[src/rtl/adder_pkg.sv]
`default_nettype none
// ============================================================================
//  Module      : adder_pkg
//  Description : Shared types and helpers for the N-bit adder family.
//  Revision    : 1.0  initial release
// ============================================================================
package adder_pkg;

    typedef enum logic [1:0] {
        IDLE = 2'd0,
        RUN  = 2'd1,
        DONE = 2'd2
    } serial_state_t;

    // Bit-counter width for an N-bit serial operation (never below one bit).
    function automatic int cnt_width(input int n);
        return (n > 1) ? $clog2(n) : 1;
    endfunction

endpackage : adder_pkg
`default_nettype wire

[src/rtl/full_adder.sv]
`default_nettype none
// ============================================================================
//  Module      : full_adder
//  Description : Single-bit full adder cell.
//  Revision    : 1.0  initial release
// ============================================================================
module full_adder (
    input  logic a,
    input  logic b,
    input  logic cin,
    output logic s,
    output logic cout
);

    assign s    = a ^ b ^ cin;
    assign cout = (a & b) | (cin & (a ^ b));

endmodule : full_adder
`default_nettype wire

[src/rtl/serial_adder.sv]
`default_nettype none
// ============================================================================
//  Module      : serial_adder
//  Description : Bit-serial N-bit adder, LSB first, one full_adder cell with a
//                registered carry; start/busy/done handshake.
//  Revision    : 1.0  initial release
// ============================================================================
module serial_adder
    import adder_pkg::*;
#(
    parameter int N = 8
) (
    input  logic         clk,
    input  logic         rst_n,
    input  logic         start,
    input  logic [N-1:0] a,
    input  logic [N-1:0] b,
    input  logic         cin,
    output logic         busy,
    output logic         done,
    output logic [N-1:0] sum,
    output logic         cout
);

    localparam int            CW       = cnt_width(N);
    localparam logic [CW-1:0] CNT_LAST = CW'(N - 1);

    serial_state_t state_q, state_d;
    logic [N-1:0]  a_sr_q, a_sr_d;
    logic [N-1:0]  b_sr_q, b_sr_d;
    logic [N-1:0]  sum_q, sum_d;
    logic [CW-1:0] cnt_q, cnt_d;
    logic          carry_q, carry_d;
    logic          busy_q, busy_d;
    logic          done_q, done_d;
    logic          fa_s;
    logic          fa_cout;

    full_adder u_full_adder (
        .a    (a_sr_q[0]),
        .b    (b_sr_q[0]),
        .cin  (carry_q),
        .s    (fa_s),
        .cout (fa_cout)
    );

    always_comb begin
        state_d = state_q;
        a_sr_d  = a_sr_q;
        b_sr_d  = b_sr_q;
        sum_d   = sum_q;
        cnt_d   = cnt_q;
        carry_d = carry_q;
        busy_d  = 1'b0;
        done_d  = 1'b0;
        case (state_q)
            IDLE, DONE: begin
                if (start) begin
                    state_d = RUN;
                    a_sr_d  = a;
                    b_sr_d  = b;
                    carry_d = cin;
                    cnt_d   = '0;
                    sum_d   = '0;
                    busy_d  = 1'b1;
                end else begin
                    state_d = IDLE;
                end
            end
            RUN: begin
                a_sr_d  = a_sr_q >> 1;
                b_sr_d  = b_sr_q >> 1;
                carry_d = fa_cout;
                // New result bit enters at the MSB so bit 0 ends up at sum[0].
                sum_d   = (sum_q >> 1) | (N'(fa_s) << (N - 1));
                if (cnt_q == CNT_LAST) begin
                    state_d = DONE;
                    done_d  = 1'b1;
                end else begin
                    cnt_d   = cnt_q + 1'b1;
                    busy_d  = 1'b1;
                end
            end
            default: state_d = IDLE;
        endcase
    end

    always_ff @(posedge clk or negedge rst_n) begin
        if (!rst_n) begin
            state_q <= IDLE;
            a_sr_q  <= '0;
            b_sr_q  <= '0;
            sum_q   <= '0;
            cnt_q   <= '0;
            carry_q <= 1'b0;
            busy_q  <= 1'b0;
            done_q  <= 1'b0;
        end else begin
            state_q <= state_d;
            a_sr_q  <= a_sr_d;
            b_sr_q  <= b_sr_d;
            sum_q   <= sum_d;
            cnt_q   <= cnt_d;
            carry_q <= carry_d;
            busy_q  <= busy_d;
            done_q  <= done_d;
        end
    end

    assign busy = busy_q;
    assign done = done_q;
    assign sum  = sum_q;
    assign cout = carry_q;

endmodule : serial_adder
`default_nettype wire

[config.mk]
export PLATFORM = sky130hd
export DESIGN_NAME = serial_adder
export DESIGN_NICKNAME = d
export VERILOG_FILES = /design/src/rtl/adder_pkg.sv /design/src/rtl/full_adder.sv /design/src/rtl/serial_adder.sv
export SDC_FILE = /design/constraint.sdc
export NUM_CORES = 1
export LEC_CHECK = 0
export CAP_MARGIN = 20
export CORE_MARGIN = 4
export CORE_UTILIZATION = 25
export CTS_CLUSTER_SIZE = 16
export DETAILED_ROUTE_END_ITERATION = 8
export GPL_TIMING_DRIVEN = 0
export SLEW_MARGIN = 10
export SYNTH_ARGS = -nofsm -noshare
export SYNTH_HDL_FRONTEND = slang
export SYNTH_SLANG_ARGS = --single-unit
[constraint.sdc]
create_clock -name clk -period 1.35 [get_ports clk]
set_input_delay 0.135 -clock clk [delete_from_list [all_inputs] [get_ports clk]]
set_output_delay 0.135 -clock clk [all_outputs]
set_load 0.02 [all_outputs]
==> summary.txt, run 1 <==
status -> complete, no violations
CP required -> 1.53 ns
worst-path maximum fanout -> 6
Worst setup SP type -> flop
vias in the first global route -> 1,300
number of setup violations in the final report -> 0
Setup crit end kind -> flop
commonest non-fill, non-tap cell in the layout -> dfrtp_1
row count -> 29
Die W -> 90.0 um
clock sink total -> 32
clk_lat worst skew -> 0.28 ns
nets -> 219
dpl hpwl -> 2.59 mm
die area -> 8100 sq um
vias per cell -> 4.78
Clock Skews -> 0.00387 ns
ANT cells -> 0
Global Route Usage Sum -> 0.100
CP arrival -> 1.50 ns
RSZ-0062 raised after global routing -> yes
min cycle time layout -> 1.32 ns
Rel. slew slack -> 0.517
FF+latch area -> 802 sq um
DR WL met3 -> 195 um
Ports -> 31
Worst Hold Class -> in2reg
post-synthesis cell area -> 1680 sq um
FILL cells -> 641
grt total ovfl -> 0
Post-Route WL -> 3.98 mm
largest net degree at the start of global routing -> 33
# Max-Cap Violations -> 0
final-report hold violation count -> 0
DRC -> 0
Slew Viols, Final -> 0
Die Y -> 90.0 um
RePlAce Congestion -> 0.733
Max Buffers Root-to-Sink -> 2
Unique masters post-synth -> 22
H-tree Lvls -> 2
initial antenna violation count -> 0
Synthesis Warnings -> 0
wire per inst -> 14.5 um
global-route wire length before repair -> 6.47 mm
Root Driver -> clkbuf_8
uppermost layer routed -> met4
antenna viol nets, final -> 0
Synth Net Count -> 175
Starting Density -> 0.262
First-pass DRT Iterations -> 4
P_leak -> 0.954 nW
hold slack -> 0.418 ns
worst slew pin tran -> 0.724 ns
Multi-input gate area -> 797 sq um
CP Class -> reg2reg
Area Growth Syn to Fin -> 32.8%
ratio of final minimum period to clock period -> 0.979
commonest cells after routing, fill and taps aside -> 31 x dfrtp_1, 17 x clkdlybuf4s50_1, 16 x mux2i_1, 16 x a21oi_1, 15 x a211oi_1
VDD IR max -> 1.02 mV
Met2 Wirelength -> 1.85 mm
initial DRC count -> 114
pwr dens -> 2070 nW/um^2
Clk pin slew, worst setup/hold paths -> 0.07 ns
#FFs+latches synth -> 32
CTS Buf Count -> 5
Mapped Cells -> 152
Avg Cell Area, Syn -> 11.1 sq um
sum of negative setup slack -> 0 ns
share of layout cells above drive strength 1 -> 0.203
IO buf count -> 30
CTS tree -> done
routed via count -> 1,310
FMAX -> 757 MHz
met1 wire length -> 1.90 mm
core area -> 6420 sq um
post-synthesis sequential area ratio -> 0.476
cells by family (layout without fill, tap and decap cells):
family                     after synthesis  in the layout  share of synthesized area
AOI/OAI and AO/OA                       45             45                      0.179
DFF                                     32             32                      0.476
and+or+nand+nor                         30             30                     0.0937
muxes                                   25             25                      0.156
buffers and inverters                   16             61                     0.0632
adders and majority gates                3              3                     0.0268
xor gates and xnor gates                 1              1                    0.00521
per-layer routing:
metal  track usage  up-vias
met5             0        -
met4        0.0344        0
met3        0.0292        5
met2         0.154       34
met1         0.135      630
li1              -      641
per-stage QoR:
step	cell area, sq um	setup slack, ns	total power [W]	util	instances
global route	2230	-0.0309	0.00500	0.348	274
finish	2230	0.0282	0.00462	0.348	274
CTS	2190	0.00501	0.00456	0.342	271
detailed placement	2080	-0.231	0.00382	0.324	259
global placement	2090	-0.693	0.00377	0.325	259
floorplan	1690	0.0132	0.00312	-	152
final cells by class:
class	instances	share of cell area
Sequential cell	32	0.359
Multi-Input combinational cell	104	0.357
Timing Repair Buffer	37	0.152
Buffer	13	0.0437
Tap cell	77	0.0431
Clock buffer	8	0.0403
Inverter	3	0.00504
worst max-delay path, cell delays in order (launching register included):
cell and delay (ns):
dfrtp_1 0.39, ha_2 0.21, ha_4 0.17, nor2_4 0.17
xor2_1 0.09, a22o_1 0.18
repair_timing:
action	in CTS	in global routing
pin swaps	1	3
resized for setup	12	5
hold buffers	1	0
endpoints found under the hold margin	32	0
buffers inserted	3	3
endpoints found under the setup margin	13	13
path summary, 6_finish.rpt:
check                          from         to  slack, ns  depth (start not counted)
hold / removal                start     sum[7]       0.42                          3
hold reg to reg              sum[0]     sum[0]       0.53                          1
setup reg to reg           cnt_q[0]   cnt_q[0]       0.03                          5
max in group asynchronous     rst_n       cout       0.40                          2
min in group asynchronous     rst_n  a_sr_q[3]       0.44                          2
setup / recovery           cnt_q[0]   cnt_q[0]       0.03                          5
synthesized netlist by cell type (all sizes together):
cell type	number	area share
dfrtp	32	0.48
a21oi	16	0.048
mux2i	16	0.095
a211oi	15	0.067
nor2b	13	0.048
buf	12	0.054
a22o	9	0.047
mux2	9	0.060
nand2	6	0.013
nor2	5	0.011
nand3	4	0.012
inv	3	0.0067
o21ai	3	0.0089
and2b	2	0.0089
ha	2	0.015
o211ai	2	0.0089
clkbuf	1	0.0022
fa	1	0.012
xor2	1	0.0052
where the power goes:
group,switching (W),internal [W],leakage (nW),total [W]
Sequential,0.000325,0.00140,0.393,0.00172
Clock,0.000350,0.000416,0.0455,0.000765
Combinational,0.00102,0.00111,0.516,0.00214
Total,0.00170,0.00292,0.954,0.00462
sequential cells by signal, summed over array words and instances (netlist names):
name / cells
b_sr_q: 8
busy: 1
cnt_q: 3
state_q: 2
sum: 8
cout: 1
a_sr_q: 8
done: 1
(Power assumes the default switching activity.)
==> run 2, diff against run 1 <==
--- a/config.mk
+++ b/config.mk
@@ -11,7 +11,6 @@
 export CTS_CLUSTER_SIZE = 16
 export DETAILED_ROUTE_END_ITERATION = 8
 export GPL_TIMING_DRIVEN = 0
-export SLEW_MARGIN = 10
 export SYNTH_ARGS = -nofsm -noshare
 export SYNTH_HDL_FRONTEND = slang
 export SYNTH_SLANG_ARGS = --single-unit
==> results of run 2 <==
Final layout, timing and power as in run 1 (identical DEF).
==> run 3, diff against run 2 <==
--- a/config.mk
+++ b/config.mk
@@ -11,6 +11,7 @@
 export CTS_CLUSTER_SIZE = 16
 export DETAILED_ROUTE_END_ITERATION = 8
 export GPL_TIMING_DRIVEN = 0
+export SKIP_LAST_GASP = 1
 export SYNTH_ARGS = -nofsm -noshare
 export SYNTH_HDL_FRONTEND = slang
 export SYNTH_SLANG_ARGS = --single-unit
==> results of run 3 <==
Final layout, timing and power as in run 1 (identical DEF).
